## src/rtl/usb_pkg.sv

```systemverilog
// rtl/usb_pkg.sv - shared USB descriptor-reader types and constants
package usb_pkg;

    localparam logic [7:0] DT_DEVICE = 8'h01;
    localparam logic [7:0] DT_CONFIG = 8'h02;
    localparam logic [7:0] DT_STRING = 8'h03;
    localparam logic [7:0] DT_QUAL   = 8'h06;
    localparam logic [7:0] DT_OSCFG  = 8'h07;
    localparam logic [7:0] DT_BOS    = 8'h0F;
    localparam logic [7:0] DT_HIDRPT = 8'h22;

    localparam int MAXPKT_FS = 64;

    typedef enum logic [2:0] {
        ST_IDLE,
        ST_LENF,
        ST_SEND,
        ST_WAIT_ACK,
        ST_ZLP
    } state_e;

    typedef struct packed {
        logic [15:0] dev_addr, dev_len, qual_addr, qual_len;
        logic [15:0] fscfg_addr, fscfg_len, hscfg_addr, hscfg_len;
        logic [15:0] hidrpt_addr, hidrpt_len, bos_addr, bos_len;
        logic [15:0] strlang_addr, strven_addr, strven_len;
        logic [15:0] strprod_addr, strprod_len, strser_addr, strser_len;
        logic        have_strings;
    } desc_layout_t;

endpackage

```

## src/rtl/usb_desc_sel.sv

```systemverilog
// rtl/usb_desc_sel.sv - maps a GET_DESCRIPTOR wValue onto a ROM address and length
module usb_desc_sel
    import usb_pkg::*;
(
    input  logic [15:0]  wvalue_i,
    input  logic         hs_mode_i,
    input  desc_layout_t layout_i,
    output logic [15:0]  addr_o,
    output logic [15:0]  len_o,
    output logic         ok_o,
    output logic         need_lenfetch_o,
    output logic         is_oscfg_o
);

    logic [7:0] dtype;
    logic [7:0] idx;

    assign dtype = wvalue_i[15:8];
    assign idx   = wvalue_i[7:0];

    always_comb begin
        addr_o          = '0;
        len_o           = '0;
        ok_o            = 1'b0;
        need_lenfetch_o = 1'b0;
        is_oscfg_o      = 1'b0;
        case (dtype)
            DT_DEVICE: begin
                addr_o = layout_i.dev_addr;
                len_o  = layout_i.dev_len;
                ok_o   = 1'b1;
            end
            DT_QUAL: begin
                addr_o = layout_i.qual_addr;
                len_o  = layout_i.qual_len;
                ok_o   = 1'b1;
            end
            DT_CONFIG, DT_OSCFG: begin
                is_oscfg_o = (dtype == DT_OSCFG);
                ok_o       = (idx == 8'd0);
                // Other-speed returns the configuration for the speed we are not running at
                if (hs_mode_i ^ is_oscfg_o) begin
                    addr_o = layout_i.hscfg_addr;
                    len_o  = layout_i.hscfg_len;
                end else begin
                    addr_o = layout_i.fscfg_addr;
                    len_o  = layout_i.fscfg_len;
                end
            end
            DT_HIDRPT: begin
                addr_o = layout_i.hidrpt_addr;
                len_o  = layout_i.hidrpt_len;
                ok_o   = 1'b1;
            end
            DT_BOS: begin
                addr_o = layout_i.bos_addr;
                len_o  = layout_i.bos_len;
                ok_o   = 1'b1;
            end
            DT_STRING: begin
                ok_o = layout_i.have_strings && (idx < 8'd4);
                case (idx)
                    8'd0: begin
                        addr_o          = layout_i.strlang_addr;
                        need_lenfetch_o = 1'b1;
                    end
                    8'd1: begin
                        addr_o = layout_i.strven_addr;
                        len_o  = layout_i.strven_len;
                    end
                    8'd2: begin
                        addr_o = layout_i.strprod_addr;
                        len_o  = layout_i.strprod_len;
                    end
                    8'd3: begin
                        addr_o = layout_i.strser_addr;
                        len_o  = layout_i.strser_len;
                    end
                    default: ;
                endcase
            end
            default: ;
        endcase
    end

endmodule

```

## src/rtl/usb_desc_reader.sv

```systemverilog
// rtl/usb_desc_reader.sv - EP0 GET_DESCRIPTOR data-stage engine (packetise, retry, ZLP, stall)
module usb_desc_reader
    import usb_pkg::*;
#(
    parameter int MAXPKT = MAXPKT_FS,
    parameter int AW     = 16
) (
    input  logic          clk,
    input  logic          rst_n,
    input  logic          req_valid_i,
    input  logic [15:0]   req_wvalue_i,
    input  logic [15:0]   req_wlength_i,
    input  logic          hs_mode_i,
    input  logic          abort_i,
    output logic [AW-1:0] descrom_raddr_o,
    input  logic [7:0]    descrom_rdata_i,
    input  logic [15:0]   desc_dev_addr_i,
    input  logic [15:0]   desc_dev_len_i,
    input  logic [15:0]   desc_qual_addr_i,
    input  logic [15:0]   desc_qual_len_i,
    input  logic [15:0]   desc_fscfg_addr_i,
    input  logic [15:0]   desc_fscfg_len_i,
    input  logic [15:0]   desc_hscfg_addr_i,
    input  logic [15:0]   desc_hscfg_len_i,
    input  logic [15:0]   desc_hidrpt_addr_i,
    input  logic [15:0]   desc_hidrpt_len_i,
    input  logic [15:0]   desc_bos_addr_i,
    input  logic [15:0]   desc_bos_len_i,
    input  logic [15:0]   desc_strlang_addr_i,
    input  logic [15:0]   desc_strven_addr_i,
    input  logic [15:0]   desc_strven_len_i,
    input  logic [15:0]   desc_strprod_addr_i,
    input  logic [15:0]   desc_strprod_len_i,
    input  logic [15:0]   desc_strser_addr_i,
    input  logic [15:0]   desc_strser_len_i,
    input  logic          desc_have_strings_i,
    output logic [7:0]    tx_data_o,
    output logic          tx_valid_o,
    input  logic          tx_ready_i,
    output logic          tx_last_o,
    output logic          tx_zlp_o,
    input  logic          pkt_ack_i,
    input  logic          pkt_retry_i,
    output logic          busy_o,
    output logic          stall_o,
    output logic          done_o
);

    localparam int PW = $clog2(MAXPKT);

    state_e          state_q, state_d;
    logic [AW-1:0]   addr_q, addr_d, snap_addr_q, snap_addr_d;
    logic [15:0]     rem_q, rem_d, snap_rem_q, snap_rem_d;
    logic [15:0]     total_q, total_d, wlen_q, wlen_d;
    logic [PW-1:0]   pcnt_q, pcnt_d;
    logic            oscfg_q, oscfg_d, done_q, done_d, stall_q, stall_d, zlp_q, zlp_d;

    desc_layout_t    layout;
    logic [15:0]     sel_addr, sel_len, req_total, lenf_len, lenf_total;
    logic            sel_ok, sel_lenfetch, sel_oscfg, xfer, oscfg_byte;

    assign layout = '{
        dev_addr: desc_dev_addr_i,         dev_len: desc_dev_len_i,
        qual_addr: desc_qual_addr_i,       qual_len: desc_qual_len_i,
        fscfg_addr: desc_fscfg_addr_i,     fscfg_len: desc_fscfg_len_i,
        hscfg_addr: desc_hscfg_addr_i,     hscfg_len: desc_hscfg_len_i,
        hidrpt_addr: desc_hidrpt_addr_i,   hidrpt_len: desc_hidrpt_len_i,
        bos_addr: desc_bos_addr_i,         bos_len: desc_bos_len_i,
        strlang_addr: desc_strlang_addr_i,
        strven_addr: desc_strven_addr_i,   strven_len: desc_strven_len_i,
        strprod_addr: desc_strprod_addr_i, strprod_len: desc_strprod_len_i,
        strser_addr: desc_strser_addr_i,   strser_len: desc_strser_len_i,
        have_strings: desc_have_strings_i
    };

    usb_desc_sel u_sel (
        .wvalue_i        (req_wvalue_i),
        .hs_mode_i       (hs_mode_i),
        .layout_i        (layout),
        .addr_o          (sel_addr),
        .len_o           (sel_len),
        .ok_o            (sel_ok),
        .need_lenfetch_o (sel_lenfetch),
        .is_oscfg_o      (sel_oscfg)
    );

    assign req_total  = (sel_len < req_wlength_i) ? sel_len : req_wlength_i;
    assign lenf_len   = {8'h00, descrom_rdata_i};
    assign lenf_total = (lenf_len < wlen_q) ? lenf_len : wlen_q;

    // Other-speed config is served from the normal config image with bDescriptorType patched
    assign oscfg_byte = oscfg_q && ((total_q - rem_q) == 16'd1);

    assign tx_valid_o      = (state_q == ST_SEND);
    assign tx_data_o       = !tx_valid_o ? 8'h00 : (oscfg_byte ? DT_OSCFG : descrom_rdata_i);
    assign tx_last_o       = tx_valid_o && ((rem_q == 16'd1) || (pcnt_q == PW'(MAXPKT - 1)));
    assign xfer            = tx_valid_o && tx_ready_i;
    assign descrom_raddr_o = addr_q;
    assign busy_o          = (state_q != ST_IDLE);
    assign stall_o         = stall_q;
    assign done_o          = done_q;
    assign tx_zlp_o        = zlp_q;

    always_comb begin
        state_d     = state_q;
        addr_d      = addr_q;
        rem_d       = rem_q;
        total_d     = total_q;
        wlen_d      = wlen_q;
        snap_addr_d = snap_addr_q;
        snap_rem_d  = snap_rem_q;
        pcnt_d      = pcnt_q;
        oscfg_d     = oscfg_q;
        done_d      = 1'b0;
        stall_d     = 1'b0;
        zlp_d       = 1'b0;
        if (abort_i) begin
            state_d = ST_IDLE;
        end else begin
            case (state_q)
                ST_IDLE: if (req_valid_i) begin
                    wlen_d  = req_wlength_i;
                    oscfg_d = sel_oscfg;
                    addr_d  = AW'(sel_addr);
                    if (!sel_ok) begin
                        stall_d = 1'b1;
                    end else if (req_wlength_i == 16'd0 || (!sel_lenfetch && req_total == 16'd0)) begin
                        done_d = 1'b1;
                    end else if (sel_lenfetch) begin
                        state_d = ST_LENF;
                    end else begin
                        rem_d       = req_total;
                        total_d     = req_total;
                        snap_addr_d = AW'(sel_addr);
                        snap_rem_d  = req_total;
                        pcnt_d      = '0;
                        state_d     = ST_SEND;
                    end
                end
                ST_LENF: begin
                    rem_d       = lenf_total;
                    total_d     = lenf_total;
                    snap_addr_d = addr_q;
                    snap_rem_d  = lenf_total;
                    pcnt_d      = '0;
                    if (lenf_total == 16'd0) begin
                        done_d  = 1'b1;
                        state_d = ST_IDLE;
                    end else begin
                        state_d = ST_SEND;
                    end
                end
                ST_SEND: if (xfer) begin
                    addr_d = addr_q + AW'(1);
                    rem_d  = rem_q - 16'd1;
                    pcnt_d = pcnt_q + PW'(1);
                    if (tx_last_o) state_d = ST_WAIT_ACK;
                end
                ST_WAIT_ACK: begin
                    if (pkt_retry_i) begin
                        addr_d  = snap_addr_q;
                        rem_d   = snap_rem_q;
                        pcnt_d  = '0;
                        state_d = ST_SEND;
                    end else if (pkt_ack_i) begin
                        if (rem_q != 16'd0) begin
                            snap_addr_d = addr_q;
                            snap_rem_d  = rem_q;
                            pcnt_d      = '0;
                            state_d     = ST_SEND;
                        end else if (total_q[PW-1:0] == '0 && total_q < wlen_q) begin
                            zlp_d   = 1'b1;
                            state_d = ST_ZLP;
                        end else begin
                            done_d  = 1'b1;
                            state_d = ST_IDLE;
                        end
                    end
                end
                ST_ZLP: begin
                    if (pkt_retry_i) begin
                        zlp_d = 1'b1;
                    end else if (pkt_ack_i) begin
                        done_d  = 1'b1;
                        state_d = ST_IDLE;
                    end
                end
                default: state_d = ST_IDLE;
            endcase
        end
    end

    always_ff @(posedge clk or negedge rst_n) begin
        if (!rst_n) begin
            state_q     <= ST_IDLE;
            addr_q      <= '0;
            rem_q       <= '0;
            total_q     <= '0;
            wlen_q      <= '0;
            snap_addr_q <= '0;
            snap_rem_q  <= '0;
            pcnt_q      <= '0;
            oscfg_q     <= 1'b0;
            done_q      <= 1'b0;
            stall_q     <= 1'b0;
            zlp_q       <= 1'b0;
        end else begin
            state_q     <= state_d;
            addr_q      <= addr_d;
            rem_q       <= rem_d;
            total_q     <= total_d;
            wlen_q      <= wlen_d;
            snap_addr_q <= snap_addr_d;
            snap_rem_q  <= snap_rem_d;
            pcnt_q      <= pcnt_d;
            oscfg_q     <= oscfg_d;
            done_q      <= done_d;
            stall_q     <= stall_d;
            zlp_q       <= zlp_d;
        end
    end

endmodule

```

## config.mk

```make
export PLATFORM = sky130hd
export DESIGN_NAME = usb_desc_reader
export DESIGN_NICKNAME = d
export VERILOG_FILES = /design/src/rtl/usb_pkg.sv /design/src/rtl/usb_desc_sel.sv /design/src/rtl/usb_desc_reader.sv
export SDC_FILE = /design/constraint.sdc
export NUM_CORES = 1
export LEC_CHECK = 0
export ABC_AREA = 0
export BUFFER_PORTS_ARGS = -buffer_cell sky130_fd_sc_hd__buf_2
export CORE_MARGIN = 2
export CORE_UTILIZATION = 30
export DETAILED_ROUTE_END_ITERATION = 10
export PLACE_DENSITY = 0.58
export SYNTH_ARGS = -nofsm -noshare
export SYNTH_HDL_FRONTEND = slang
export SYNTH_HIERARCHICAL = 1
export SYNTH_SLANG_ARGS = --single-unit
```

## constraint.sdc

```tcl
create_clock -name clk -period 9.95 [get_ports clk]
set_clock_uncertainty 0.05 [all_clocks]
set_input_delay 1.99 -clock clk [delete_from_list [all_inputs] [get_ports clk]]
set_output_delay 1.99 -clock clk [all_outputs]
set_load 0.02 [all_outputs]
```

==> impl_metrics.tcl <==
set metrics [dict create \
    outcome "completed" \
    ys_top_cells_by_count "nand2_1 (137), o21ai_0 (116), nor2_1 (110)" \
    synthTopCellsByArea "dfrtp_1 (25%), ha_1 (6.5%), o21ai_0 (5.4%), nand2_1 (4.8%), mux2i_1 (3.9%)" \
    ys_seq_area_frac 0.2535 \
    insertion_delay_ns 0.36 \
    pin_count 383 \
    power_switching_w 0.0003722 \
    peakVddDrop_v 0.00007885 \
    antenna_left 0 \
    grt_pass1_wl_microns 72210 \
    period_minus_slack_ns 7.176 \
    grt_max_degree 59 \
    hp-class "register to register" \
    synth_edf_count 0 \
    vias_per_cell 5.686 \
    fin_cells 2113 \
    setup_tns_ns 0 \
    p_sw_frac 0.3166 \
    syn_avg_cell_area_sq_um 8.114 \
    min_from "snap_rem_q[1]$_DFFE_PN0P_" \
    overflow 0 \
    combPwrFrac 0.262 \
    h-tree-depth 3 \
    cts_inserted_buffers 9 \
    post-place-ws_ns 2.466 \
    cp_max_fo 30 \
    setup_viol 0 \
    synth.distinct_cells 76 \
    antenna_found_initial 3 \
    place.detailed.hpwl_microns 40090 \
    slew_viol_final 0 \
    layout-drive-gt1-share 0.2992 \
    finalNetCount 2056 \
    ys_ff_latch 109 \
    min_period_over_period 0.7212 \
    gp_congestion 0.9631 \
    whs_ns 0.4429 \
    firstDrtPassIters 5 \
    cts_buffer_depth 2 \
    criticalPathCategory "input port to register" \
    num_rows 69 \
    synthCells 1326 \
    max_freq_mhz 139.4 \
    die_h_microns 193.4 \
    post-route-drc-count 0 \
    pwr-share-clk 0.320 \
    rsz0062_at_grt "false" \
    cts_hold_buf 0 \
    wl_per_cell_microns 23.19 \
    grt_pass1_vias 11422 \
    start_util 0.3032 \
    ys.flop_type "dfrtp_1" \
    grt_usage 0.2513 \
    coreArea_sq_um 35480 \
    dp_cells 2096 \
    yosysWarnings 6 \
    critPathCaptureType "register" \
    synthToLayoutAreaGrowth_pct 24.03 \
    cp_data_required_time_ns 10.14 \
    leakage_nw 6.234 \
    hold_violations 0 \
    detailedRoute.firstIterationViolations 1067 \
    cts_root_buf "clkbuf_16" \
    drt_wl_total_microns 49000 \
    synth_largest_area_cell "dfrtp_1" \
    async_flop_share 1.000 \
    critPathLaunch "req_wvalue_i[12]" \
    dieArea_sq_um 37390 \
    crit_arrival_ns 7.36 \
    ctsResizeCount 0 \
    reg2reg_from "state_q[2]$_DFFE_PN0P_" \
    p_int_w 0.0008033 \
    io_buffers 382 \
    syn_nets 1736 \
    tightest_slew_ns 1.214 \
    fin_ws_ns 2.774 \
    synthesis.area_sq_um 10760 \
    yosysMostFrequentCell "nand2_1" \
    tritoncts "done" \
    seqPwrFrac 0.418 \
    p_per_area_nw_per_um2 88.09 \
    startpoint_type "input port" \
    post_cts_buffers 0 \
    synth_top_area_share 0.2535 \
    die_x_microns 193.4 \
    drv_cap 0 \
    clk_pin_slew_ns 0.08 \
    relSlewSlack 0.1883 \
    cts.sinks 109 \
    vias 12015 \
]
state kept, by name, summed over array words and instances, names as in the netlist, 3 cells and up:
| signal | cells |
|---|---|
| rem_q | 16 |
| state_q | 3 |
| pcnt_q | 6 |
| wlen_q | 16 |
| descrom_raddr_o | 16 |
| snap_rem_q | 16 |
| total_q | 16 |
| snap_addr_q | 16 |
metal layers:
metal  GRT usage  part of all wire  routed length [microns]
met1      0.3524              0.44                    21720
met2      0.4095              0.47                    23020
met3     0.02999             0.065                     3187
met4     0.06418             0.022                     1064
met5           0           0.00024                       12
worst paths after layout:
path	depth (start not counted)	slack, ns	end
max in group asynchronous	2	6.97	total_q[8]$_DFFE_PN0P_
worst min register to register	1	0.44	snap_rem_q[1]$_DFFE_PN0P_
worst min-delay path	1	0.44	snap_rem_q[1]$_DFFE_PN0P_
worst max register to register	8	6.26	total_q[4]$_DFFE_PN0P_
worst max-delay path	13	2.77	rem_q[12]$_DFFE_PN0P_
min in group asynchronous	1	1.67	descrom_raddr_o[14]$_DFFE_PN0P_
layout make-up:
| type | instances | area (sq um) |
|---|---|---|
| clock buffers | 10 | 229.0 |
| inverters | 58 | 217.7 |
| diodes | 1 | 2.502 |
| multi-input cells | 1066 | 7457 |
| flip-flops and latches | 109 | 2728 |
| clock inverters | 6 | 68.82 |
| repair buffers | 402 | 2064 |
| fillers | 3646 | 22140 |
| well taps | 461 | 576.8 |
placed cells by master, fill, tap and decap left out, drive strengths merged, types with 17 or more instances in the layout:
master / n
nand3: 18
o221ai: 19
and3: 21
o21ai: 118
nand2: 138
nor4: 26
dfrtp: 109
a21oi: 57
mux2: 39
nor3: 26
inv: 60
ha: 56
nor2: 110
buf: 402
a22o: 47
o21a: 17
a22oi: 50
a31oi: 30
mux2i: 43
per-stage QoR:
| step | power, W | instance area [sq um] | utilization |
|---|---|---|---|
| after floorplan | 0.0006508 | 10760 | - |
| after global placement | 0.0008002 | 13040 | 0.3676 |
| after detailed placement | 0.0008041 | 13040 | 0.3676 |
| after CTS | 0.001176 | 13340 | 0.3760 |
| after global routing | 0.001230 | 13340 | 0.3761 |
| final | 0.001176 | 13340 | 0.3761 |
critical path: stages:
cell and delay [ns]:
buf_2 0.11, or3_1 0.64, nor3_1 0.34, nand3_1 0.65, o221ai_1 0.61, ha_1 0.33
a21o_1 0.16, a21o_1 0.17, a21oi_1 0.30, nand3_1 0.13, nor3_1 0.54, nand3b_1 0.95
mux2_2 0.43
kinds of logic after synthesis:
group / synth area share
adder cells (fa/ha/maj): 0.06698
XOR/XNOR: 0.01302
flip-flops: 0.2535
buffers and inverters: 0.05710
AO/OA/AOI/OAI: 0.2919
multiplexers: 0.1164
AND/OR/NAND/NOR: 0.2011
power groups by stage:
stage | Clock, W | Sequential, W | Combinational, W
after detailed placement | 0 | 0.000498 | 0.000306
after CTS | 0.000379 | 0.000490 | 0.000307
after global routing | 0.000398 | 0.000494 | 0.000338
after global placement | 0 | 0.000498 | 0.000302
after floorplan | 0 | 0.000491 | 0.000160
final | 0.000376 | 0.000491 | 0.000308
No activity file was read; power rests on OpenSTA's default activity.
